## config.mk

```make
export PLATFORM = sky130hd
export DESIGN_NAME = ahb_rr_arbiter
export DESIGN_NICKNAME = d
export VERILOG_FILES = /design/src/rtl/ahb_rr_arbiter.sv
export SDC_FILE = /design/constraint.sdc
export NUM_CORES = 1
export LEC_CHECK = 0
export BUFFER_PORTS_ARGS = -buffer_cell sky130_fd_sc_hd__buf_2
export CORE_MARGIN = 2
export CORE_UTILIZATION = 26
export DETAILED_ROUTE_END_ITERATION = 8
export PLACE_DENSITY = 0.51
export SLEW_MARGIN = 20
export SYNTH_ARGS = -nofsm -noshare
export SYNTH_HDL_FRONTEND = slang
export SYNTH_SLANG_ARGS = --single-unit
export TNS_END_PERCENT = 100
```

## constraint.sdc

```tcl
create_clock -name clk -period 2.3 [get_ports clk]
set_input_delay 0 -clock clk [delete_from_list [all_inputs] [get_ports clk]]
set_output_delay 0 -clock clk [all_outputs]
set_load 0.01 [all_outputs]
```

## src/rtl/ahb_rr_arbiter.sv

```systemverilog
// ahb_rr_arbiter: round-robin arbiter for a shared AHB bus.
// Registers the one-hot grant and drives the address-phase (hmaster) and
// data-phase (hmaster_data) owner indices plus hmastlock. Fixed-length
// bursts and locked sequences are never split. With no requests the bus
// parks on DEF_MST.
module ahb_rr_arbiter #(
  parameter int NUM_MST = 4,
  parameter int DEF_MST = 0,
  parameter int MW      = (NUM_MST > 1) ? $clog2(NUM_MST) : 1
) (
  input  logic               clk,
  input  logic               reset_n,
  input  logic [NUM_MST-1:0] hbusreq,
  input  logic [NUM_MST-1:0] hlock,
  input  logic [1:0]         htrans,
  input  logic [2:0]         hburst,
  input  logic               hready,
  input  logic               hresp,
  output logic [NUM_MST-1:0] hgrant,
  output logic [MW-1:0]      hmaster,
  output logic [MW-1:0]      hmaster_data,
  output logic               hmastlock
);

  localparam logic [1:0] TR_IDLE   = 2'b00;
  localparam logic [1:0] TR_NONSEQ = 2'b10;
  localparam logic [1:0] TR_SEQ    = 2'b11;

  localparam logic [NUM_MST-1:0] DEF_GNT = NUM_MST'(1) << DEF_MST;
  localparam logic [MW-1:0]      DEF_IDX = MW'(DEF_MST);

  typedef enum logic [1:0] {
    ST_PARK,
    ST_GRANT,
    ST_BURST,
    ST_LOCK
  } state_t;

  state_t             state_q, state_d;
  logic [3:0]         cnt_q, cnt_d;
  logic [MW-1:0]      ptr_q, ptr_d;
  logic [NUM_MST-1:0] grant_d;
  logic [MW-1:0]      owner;
  logic               lock_own;
  logic               handover_pend;
  logic               rr_hit;
  logic [MW-1:0]      rr_idx;

  // Remaining beats after a NONSEQ of the given burst type (beats - 1).
  function automatic logic [3:0] burst_beats_m1(input logic [2:0] burst);
    case (burst)
      3'b010, 3'b011: burst_beats_m1 = 4'd3;
      3'b100, 3'b101: burst_beats_m1 = 4'd7;
      3'b110, 3'b111: burst_beats_m1 = 4'd15;
      default:        burst_beats_m1 = 4'd0;
    endcase
  endfunction

  // Owner is the index of the set grant bit.
  always_comb begin
    owner = '0;
    for (int i = 0; i < NUM_MST; i++) begin
      if (hgrant[i]) owner = MW'(i);
    end
  end

  assign lock_own      = hlock[owner];
  // A newly granted master has not yet had its address phase; keep its
  // grant through the one-cycle handover so it cannot be pre-empted.
  assign handover_pend = (hmaster != owner);

  // Beat counter next value: error clears it, accepted beats load/decrement.
  always_comb begin
    cnt_d = cnt_q;
    if (hresp && !hready) begin
      cnt_d = 4'd0;
    end else if (hready) begin
      case (htrans)
        TR_NONSEQ: cnt_d = burst_beats_m1(hburst);
        TR_SEQ:    cnt_d = (cnt_q == 4'd0) ? 4'd0 : cnt_q - 4'd1;
        TR_IDLE:   cnt_d = 4'd0;
        default:   cnt_d = cnt_q;
      endcase
    end
  end

  // Round-robin search starting after the pointer; pointer index is checked last.
  always_comb begin
    rr_hit = 1'b0;
    rr_idx = DEF_IDX;
    for (int i = 1; i <= NUM_MST; i++) begin
      logic [MW-1:0] cand;
      cand = MW'((int'(ptr_q) + i) % NUM_MST);
      if (!rr_hit && hbusreq[cand]) begin
        rr_hit = 1'b1;
        rr_idx = cand;
      end
    end
  end

  // Next state, grant and pointer; everything holds on wait states.
  always_comb begin
    state_d = state_q;
    grant_d = hgrant;
    ptr_d   = ptr_q;
    if (hready) begin
      if (lock_own) begin
        state_d = ST_LOCK;
      end else if (cnt_d != 4'd0) begin
        state_d = ST_BURST;
      end else if (handover_pend) begin
        state_d = ST_GRANT;
      end else if (rr_hit) begin
        grant_d         = '0;
        grant_d[rr_idx] = 1'b1;
        ptr_d           = rr_idx;
        state_d         = ST_GRANT;
      end else begin
        grant_d = DEF_GNT;
        state_d = ST_PARK;
      end
    end
  end

  // Arbiter state, counter and bus-owner pipelines.
  always_ff @(posedge clk or negedge reset_n) begin
    if (!reset_n) begin
      state_q      <= ST_PARK;
      cnt_q        <= 4'd0;
      ptr_q        <= DEF_IDX;
      hgrant       <= DEF_GNT;
      hmaster      <= DEF_IDX;
      hmaster_data <= DEF_IDX;
      hmastlock    <= 1'b0;
    end else begin
      cnt_q   <= cnt_d;
      state_q <= state_d;
      hgrant  <= grant_d;
      ptr_q   <= ptr_d;
      if (hready) begin
        hmaster      <= owner;
        hmaster_data <= hmaster;
        hmastlock    <= lock_own;
      end
    end
  end

endmodule

```

==> out/results.env <==
RUN_STATUS='complete, no violations'
MAXCAPVIOLCOUNT=0
ROW_COUNT=21
FINALWIRELENGTH_MM=2.21
SYNTH.LIB_CELLS_USED.DISTINCT=40
POST_DR_VIAS_CELL=4.89
DRTPASS1ITERATIONS=4
P_PER_AREA_mW_PER_MM2=933
DRC=0
POWER_LEAKAGE_nW=0.583
FINAL.PERIOD_UTILIZATION_PCT=96.7
POSTSYNTHCELLCOUNT=94
TIMING_WORST_SETUP_PATH_TYPE='flop to flop'
FILLERS=364
GPL.FINAL_WEIGHTED_CONGESTION=0.753
CLOCK_INSERTION_DELAY_WORST_SKEW_PS=280
PLACE.PORT_BUFFERS=24
CTS_TREE='yes'
FP.DIEH_UM=64.6
ANTENNA_CELLS_INSERTED=0
YS_SEQ_AREA_SHARE_PCT=39.5
MULTI_INPUT_AREA_UM2=558
POST_SYNTH_INSTANCE_AREA_UM2=953
GR-TOTAL-OVERFLOW=0
YOSYSTOPAREACELL='sky130_fd_sc_hd__dfrtp_1'
VIA_COUNT=851
CTS_MADE_BUFFERS=3
SYNTH_TOP_CELL_AREA_SHARE_PCT=36.7
CRIT_SLOWEST_CELL='sky130_fd_sc_hd__dfrtp_1'
REPORT.FINAL.SLEW_VIOL_COUNT=0
ANTENNA_VIOLATIONS_BEFORE_REPAIR=0
DETAIL_ROUTE.WL_PER_CELL_UM=12.7
FLOORPLAN.DIE_AREA_MM2=0.00417
TIMING.CRITICAL_PATH.ARRIVAL_PS=2400
IO_PINS=26
NUMBER_OF_FLOPS_MAPPED_TO_ENABLE_CELLS_BY_YOSYS=0
SYNTH_SEQ_CELLS=15
FINALSETUPVIOLCOUNT=0
MAX_FREQ_GHz=0.450
CTS_MAX_LEVEL=1
CTSLONGESTPATHBUFFERS=2
FLOORPLAN.DIE.WIDTH_UM=64.6
ANT_NETS=0
REQUIRED_PS=2480
FINAL_HOLD_VIOL_COUNT=0
CP-START-KIND='flop'
TIGHTESTPINTRANSITION_PS=414
GRT_PASS1_VIAS=833
YS.WARNINGS.COUNT=0
DETAILEDROUTE.FIRSTITERATIONVIOLATIONS=13
TIMING.CRITICAL_PATH.CELLS='inv_2 -> ha_1 -> nor3b_4 -> nor4b_1 -> a211o_2 -> nand4bb_4 -> or2_4 -> mux2_4'
PLACED_CELLS=165
FINAL-SEQ-AREA_UM2=377
MAXIMUM_NUMBER_OF_PINS_ON_ONE_NET_BEFORE_GLOBAL_ROUTE_REPAIR=16
ENDPOINT_TYPE_OF_THE_WORST_SETUP_PATH='flop'
SLEW-LIMIT-HEADROOM_PCT=72.0
TIMING.CLOCK.SKEW_PS=0.304
SYNTH_FF_TYPE='sky130_fd_sc_hd__dfrtp_1'
FINAL_DESIGN_AREA_EXCLUDING_FILLERS_MM2=0.00123
CTS-ROOT-BUF='sky130_fd_sc_hd__clkbuf_4'
FLOORPLAN.INITIALDENSITY_PCT=27.9
GRT_PASS1_WL_MM=3.55
SYNTH_FP_NETS=113
FINALNETCOUNT=148
SYNTH_TOP_CELLS_BY_AREA='sky130_fd_sc_hd__dfrtp_1 37%, sky130_fd_sc_hd__mux2i_1 5.2%, sky130_fd_sc_hd__mux2_4 4.7%'
CLKSINKCOUNT=15
SYN_AREA_PER_CELL_UM2=10.1
POST_ROUTE_CELLS_DRIVE_ABOVE_1_SHARE_PCT=41.4
CLKTRANSATPATHREGS_PS=90
WORST-PATH-MAX-FANOUT=4
FIN_CRIT_PS=2220
AREAGROWTHSYNTHTOFINISH_PCT=28.9
CRITPATHMAXSTAGEDELAY_PS=430
PLACE_HPWL_MM=1.67
SYNTH.TOP_CELLS.BY_COUNT='14 x sky130_fd_sc_hd__dfrtp_1, 8 x sky130_fd_sc_hd__nor2_1, 7 x sky130_fd_sc_hd__inv_1, 7 x sky130_fd_sc_hd__nand2_1'
DPL-INSTANCE-AREA_MM2=0.00113
IR_DROP_mV=0.413
HP-CLASS='input pin to flop'
SYNTH-ASYNC-RESET-RATIO_PCT=100
LAYOUTNONFILLERINSTCOUNT=174
FLOORPLAN.CORE_AREA_MM2=0.00342
SYNTH.MOST_COMMON_CELL='sky130_fd_sc_hd__dfrtp_1'
TRACK_USAGE_PCT=10.7
[where the power goes]
group	total (W)	internal (W)	switching, W
clock network	0.000151	0.0000646	0.0000860
registers	0.000478	0.000367	0.000110
logic	0.000518	0.000268	0.000250
total	0.00115	0.000700	0.000447
[critical path, delay by kind of cell, from the launching register on]
family	cells	cell delay, ps
adder cells (fa/ha/maj)	1	150
buffers and inverters	1	70
multiplexers	1	300
AND/OR/NAND/NOR	4	850
flip-flops	1	430
AO/OA/AOI/OAI	1	320
[path summary, 6_finish.rpt]
| path | from | end | slack (ps) | cells after the start |
|---|---|---|---|---|
| min in group asynchronous | reset_n | hgrant[1] | 140 | 2 |
| min | htrans[0] | cnt_q[0] | 90 | 3 |
| max in group asynchronous | reset_n | hgrant[0] | 1870 | 2 |
| min reg2reg | hmastlock | hmastlock | 500 | 2 |
| max | cnt_q[0] | hgrant[1] | 80 | 8 |
| max reg2reg | cnt_q[0] | hgrant[1] | 80 | 8 |
[final cells by class]
class,count,area share (%)
Multi-Input combinational cell,70,45.4
Sequential cell,15,30.7
Timing Repair Buffer,32,14.9
Tap cell,46,4.68
Inverter,7,2.14
Clock buffer,3,1.83
Clock inverter,1,0.407
[per-layer routing]
metal | share of wire (%) | global-route usage, % | vias up
li1 | - | - | 415
met1 | 43 | 12.5 | 418
met2 | 52 | 19.8 | 18
met3 | 5.1 | 2.60 | 0
met4 | 0 | 2.39 | 0
met5 | 0 | 0 | -
[metrics by stage]
| stage | util, % | hold slack (ps) | TNS, ps | total power [W] | setup WS [ps] |
|---|---|---|---|---|---|
| floorplan | - | -296 | 0 | 0.000789 | 176 |
| detailed placement | 33.1 | -70.5 | 0 | 0.000966 | 28.9 |
| CTS | 34.3 | 70.9 | 0 | 0.00113 | 38.2 |
| finish | 36.0 | 88.4 | 0 | 0.00115 | 75.9 |
| global placement | 33.1 | -79.5 | 0 | 0.000948 | 77.8 |
| global route | 36.0 | 92.2 | -19.9 | 0.00125 | -19.9 |
[cell usage in the layout (no fill, tap or decap), types with 2 or more instances in the layout]
| cell | Yosys | routed |
|---|---|---|
| sky130_fd_sc_hd__buf_2 | 0 | 24 |
| sky130_fd_sc_hd__dfrtp_1 | 14 | 14 |
| sky130_fd_sc_hd__nor2_1 | 8 | 8 |
| sky130_fd_sc_hd__nand2_1 | 7 | 7 |
| sky130_fd_sc_hd__buf_4 | 0 | 7 |
| sky130_fd_sc_hd__mux2i_1 | 5 | 5 |
| sky130_fd_sc_hd__a21oi_1 | 5 | 5 |
| sky130_fd_sc_hd__inv_1 | 7 | 5 |
| sky130_fd_sc_hd__nor2b_1 | 3 | 3 |
| sky130_fd_sc_hd__nor4b_1 | 3 | 3 |
| sky130_fd_sc_hd__a31oi_1 | 3 | 3 |
| sky130_fd_sc_hd__mux2_4 | 3 | 3 |
| sky130_fd_sc_hd__clkbuf_4 | 0 | 3 |
| sky130_fd_sc_hd__o22ai_1 | 2 | 2 |
| sky130_fd_sc_hd__a211o_2 | 2 | 2 |
| sky130_fd_sc_hd__inv_2 | 0 | 2 |
| sky130_fd_sc_hd__nor4bb_1 | 2 | 2 |
| sky130_fd_sc_hd__mux2_2 | 2 | 2 |
| sky130_fd_sc_hd__ha_1 | 2 | 2 |
[flip-flops by register name, indices dropped and copies added, names as in the netlist]
signal        count
ptr_q             2
hgrant            4
hmastlock         1
hmaster           2
cnt_q             4
hmaster_data      2
[cells by family after synthesis]
group	count (synthesis)	synth area share, %
mux	10	12.3
flops	15	39.5
fa+ha+maj	2	2.62
simple gates	36	23.6
compound gates	21	15.9
xor+xnor	1	0.919
buf+inv	9	5.12
[timing repair]
item / in CTS / in global routing
endpoints found under the hold margin: 15 / 0
pin swaps: 0 / 1
hold buffers: 1 / 0
resized for setup: 1 / 5
endpoints found under the setup margin: 1 / 4
gates cloned: 0 / 0
setup buffers: 0 / 4
Power figures use the tool's default switching activity.
